$ cat src/rtl/pipelined_cla_adder.sv
// Pipelined carry-lookahead adder/subtractor: one GROUP-bit lookahead group per
// stage, operands skewed forward and resolved sum bits deskewed to the output.
module pipelined_cla_adder #(
  parameter int WIDTH = 16,
  parameter int GROUP = 4
) (
  input  logic             clk,
  input  logic             rst,
  input  logic             in_valid,
  output logic             in_ready,
  input  logic [WIDTH-1:0] s1,
  input  logic [WIDTH-1:0] s2,
  input  logic             cin,
  input  logic             sub,
  output logic             out_valid,
  input  logic             out_ready,
  output logic [WIDTH-1:0] sum,
  output logic             cout,
  output logic             ovf
);

  localparam int NG = WIDTH / GROUP;

  generate
    if ((WIDTH % GROUP) != 0 || WIDTH < GROUP) begin : g_bad_params
      $error("pipelined_cla_adder: WIDTH must be a non-zero multiple of GROUP");
    end
  endgenerate

  function automatic logic [GROUP:0] cla_group(input logic [GROUP-1:0] a,
                                               input logic [GROUP-1:0] b,
                                               input logic             ci);
    logic [GROUP-1:0] g;
    logic [GROUP-1:0] p;
    logic [GROUP:0]   c;
    g    = a & b;
    p    = a ^ b;
    c[0] = ci;
    for (int i = 0; i < GROUP; i++) c[i+1] = g[i] | (p[i] & c[i]);
    return {c[GROUP], p ^ c[GROUP-1:0]};
  endfunction

  function automatic logic ovf_detect(input logic a_msb, input logic b_msb,
                                      input logic s_msb);
    return (a_msb == b_msb) && (s_msb != a_msb);
  endfunction

  // Stage k holds the effective operands, sum bits below group k, and the
  // carry into group k; group k is resolved combinationally from it.
  logic [WIDTH-1:0] a_p   [NG];
  logic [WIDTH-1:0] b_p   [NG];
  logic [WIDTH-1:0] s_p   [NG];
  logic             c_p   [NG];
  logic             vld_p [NG];
  logic [WIDTH-1:0] nxt_s [NG];
  logic             nxt_c [NG];
  logic             adv;

  assign adv      = !out_valid || out_ready;
  assign in_ready = adv;

  always_comb begin
    logic [GROUP:0] res;
    res = '0;
    for (int k = 0; k < NG; k++) begin
      res      = cla_group(a_p[k][k*GROUP +: GROUP], b_p[k][k*GROUP +: GROUP], c_p[k]);
      nxt_s[k] = s_p[k];
      nxt_s[k][k*GROUP +: GROUP] = res[GROUP-1:0];
      nxt_c[k] = res[GROUP];
    end
  end

  // Stage 0 capture and stage k-1 -> k datapath transfer
  always_ff @(posedge clk) begin
    if (adv) begin
      a_p[0] <= s1;
      b_p[0] <= sub ? ~s2 : s2;
      c_p[0] <= sub ? 1'b1 : cin;
      s_p[0] <= '0;
      for (int k = 1; k < NG; k++) begin
        a_p[k] <= a_p[k-1];
        b_p[k] <= b_p[k-1];
        s_p[k] <= nxt_s[k-1];
        c_p[k] <= nxt_c[k-1];
      end
    end
  end

  // Valid chain and output register; the whole pipe stalls on a held result
  always_ff @(posedge clk or posedge rst) begin
    if (rst) begin
      for (int k = 0; k < NG; k++) vld_p[k] <= 1'b0;
      out_valid <= 1'b0;
      sum       <= '0;
      cout      <= 1'b0;
      ovf       <= 1'b0;
    end else if (adv) begin
      vld_p[0] <= in_valid;
      for (int k = 1; k < NG; k++) vld_p[k] <= vld_p[k-1];
      out_valid <= vld_p[NG-1];
      if (vld_p[NG-1]) begin
        sum  <= nxt_s[NG-1];
        cout <= nxt_c[NG-1];
        ovf  <= ovf_detect(a_p[NG-1][WIDTH-1], b_p[NG-1][WIDTH-1],
                           nxt_s[NG-1][WIDTH-1]);
      end
    end
  end

endmodule

$ cat config.mk
export PLATFORM = sky130hd
export DESIGN_NAME = pipelined_cla_adder
export DESIGN_NICKNAME = d
export VERILOG_FILES = /design/src/rtl/pipelined_cla_adder.sv
export SDC_FILE = /design/constraint.sdc
export NUM_CORES = 1
export LEC_CHECK = 0
export CELL_PAD_IN_SITES_DETAIL_PLACEMENT = 1
export CELL_PAD_IN_SITES_GLOBAL_PLACEMENT = 1
export CORE_AREA = 4 4 103 105
export CTS_CLUSTER_DIAMETER = 30
export DETAILED_ROUTE_END_ITERATION = 10
export DIE_AREA = 0 0 107 109
export GPL_TIMING_DRIVEN = 0
export PLACE_DENSITY = 0.89
export SKIP_CTS_REPAIR_TIMING = 1
export SLEW_MARGIN = 20
export SYNTH_ARGS = -nofsm -noshare
export SYNTH_HDL_FRONTEND = slang
export SYNTH_SLANG_ARGS = --single-unit
$ cat constraint.sdc
create_clock -name clk -period 3.7 [get_ports clk]
set_input_delay 0.74 -clock clk [delete_from_list [all_inputs] [get_ports clk]]
set_output_delay 0.74 -clock clk [all_outputs]
set_load 0.1 [all_outputs]
==> results.py <==
metrics = {
    "setup_path": {
        "end_kind": "output port",
        "path_class": "primary input to output port",
        "cp.required_ps": 2960,
        "crit_fanout": 115,
        "startpoint": "out_ready",
        "reg2reg_depth": 10,
        "reg2reg_setup_slack_ps": 1020,
        "cp-start-kind": "primary input",
        "crit_arrival_ps": 2640,
        "reg2reg_to": "ovf",
        "rr_startpoint": "c_p[3]",
        "endpoint": "in_ready",
    },
    "logic_synthesis": {
        "synth-warning-count": 0,
        "synth_cell_types": 17,
        "netlist_area_um2": 4830,
        "synth-edff-count": 108,
        "synth_cells": 237,
        "avgSynthCellArea_um2": 20.4,
        "synth-async-reset-ratio": 0.176,
        "synth-seq-cells": 131,
        "synth_nets": 292,
        "ys_seq_area_frac": 0.791,
        "synth-main-ff-cell": "edfxtp_1",
    },
    "finish": {
        "fin_nets": 367,
        "num_antenna_cells": 0,
        "syn_to_final_growth_pct": 25.9,
        "multi_input_area_um2": 803,
        "mostFrequentLayoutCells": "edfxtp_1, clkdlybuf4s50_1, inv_1, dfrtp_1",
        "fillers": 856,
        "regArea_um2": 3820,
        "layout-drive-gt1-share": 0.160,
        "instances_no_fill": 458,
        "final_common_cell": "edfxtp_1",
    },
    "cts": {
        "cts_buffers": 17,
        "cts_buffer_depth": 2,
        "clk_latency_ps": 520,
        "clock-sinks": 131,
        "h-tree-depth": 4,
        "cts_tree": "built",
        "cts.clk_slew.worst_paths_ps": 60,
        "root_buffer": "clkbuf_8",
    },
    "place": {
        "port_buffers": 56,
        "routabilityCongestion": 0.666,
        "dp.cells": 426,
        "dp.final_hpwl_mm": 5.18,
    },
    "detailed_routing": {
        "antenna_left": 0,
        "drtPass1Iterations": 4,
        "drt_iter0_drc": 161,
        "wl_per_cell_um": 16.4,
        "vias": 2059,
        "routed_wl_mm": 7.53,
        "drc": 0,
        "vias_per_cell": 4.50,
    },
    "run": {
        "drv_cap": 0,
    },
    "floorplan": {
        "ios": 58,
        "core_um2": 9640,
        "fp.dieW_um": 107,
        "rows": 36,
        "start_util": 0.501,
        "fp.dieH_um": 109,
        "die_area_um2": 11700,
    },
    "global_route": {
        "grt_start_max_net_pins": 116,
        "first_global_vias": 2351,
        "grt_pass1_wl_mm": 12.3,
        "globalRouteOverflowTotal": 0,
        "grt_usage": 0.150,
        "antenna_found_initial": 0,
    },
    "sta": {
        "final.period_utilization": 0.913,
        "slew_headroom": 0.332,
        "max_freq_mhz": 296,
        "setup_viol": 0,
        "fin_crit_ps": 3380,
        "tightest_slew_ps": 999,
        "grt_setup_unrepaired": "no",
        "setup_tns_ps": 0,
        "drv_slew": 0,
        "hold_viol": 0,
        "timing.hold.ws_ps": 411,
        "fin_worst_skew_ps": 6.94,
    },
    "power_and_ir_drop": {
        "p_leak_uw": 0.00244,
        "power_density_nw_per_um2": 957,
        "vdd_drop_max_v": 0.000424,
    },
    "outcome": {
        "status": "complete, no violations",
    },
    "min_path": {
        "hold_path.class": "flip-flop to flip-flop",
    },
}
## layer usage
metal / global-route usage / up-vias / routed length (µm)
met5: 0 / - / 0
met2: 0.262 / 63 / 4270
li1: - / 963 / -
met1: 0.152 / 1012 / 2610
met4: 0.0858 / 0 / 251
met3: 0.0604 / 21 / 406
## flip-flops by register name, summed over array words and instances (netlist names)
register,flops
s_p,24
vld_p,4
a_p,40
c_p,4
sum,16
ovf,1
b_p,40
cout,1
out_valid,1
## layout make-up
type | count | share of cell area
buffer | 4 | 0.00865
clock inverter | 6 | 0.00494
timing repair buffer | 56 | 0.0926
sequential | 131 | 0.628
multi-input combinational | 61 | 0.132
clock buffer | 26 | 0.0805
tap | 133 | 0.0274
inverter | 41 | 0.0253
## worst min path at each step
stage | startpoint | endpoint | slack (ps) | cells past startpoint
after floorplan | a_p[0][10] | a_p[1][10] | 400 | 0
after global placement | a_p[0][13] | a_p[1][13] | 400 | 0
after detailed placement | a_p[2][14] | a_p[3][14] | 410 | 0
after CTS | b_p[1][14] | b_p[2][14] | 410 | 0
after global routing | b_p[1][14] | b_p[2][14] | 410 | 0
final | b_p[1][14] | b_p[2][14] | 410 | 0
## cell families after synthesis
group                    count (synthesis)  synth area share
multiplexers                            22            0.0560
XOR/XNOR                                17            0.0308
buffers and inverters                   45            0.0428
adder cells (fa/ha/maj)                 17            0.0689
flip-flops                             131             0.791
AND/OR/NAND/NOR                          5            0.0106
## cells in the mapped netlist (2+ instances only)
library cell | n | area share
dfrtp_1 | 23 | 0.12
buf_12 | 2 | 0.0083
mux2i_1 | 3 | 0.0062
inv_1 | 41 | 0.032
xor2_1 | 17 | 0.031
mux2_4 | 7 | 0.022
fa_1 | 16 | 0.066
edfxtp_1 | 108 | 0.67
mux2_2 | 12 | 0.028
## worst max-delay path, stage by stage
cell             delay (ps)
clkdlybuf4s50_1         460
nand2b_4                130
buf_12                  420
dlymetal6s2s_1          830
## stage by stage
stage	worst slack [ps]	utilization	instance area [µm²]	power, µW
after detailed placement	-122	0.576	5560	4450
after global routing	224	0.630	6080	6120
after CTS	-132	0.630	6070	5910
after floorplan	1180	-	4830	3890
final	323	0.630	6080	5810
after global placement	-102	0.576	5560	4280
## where the power goes
part           switching [µW]  total (µW)  internal [µW]
Sequential                209        2500           2290
Combinational            1290        1880            584
Clock                     552        1440            890
Total                    2050        5810           3760
Note: power is estimated with default switching activity, not from simulation.
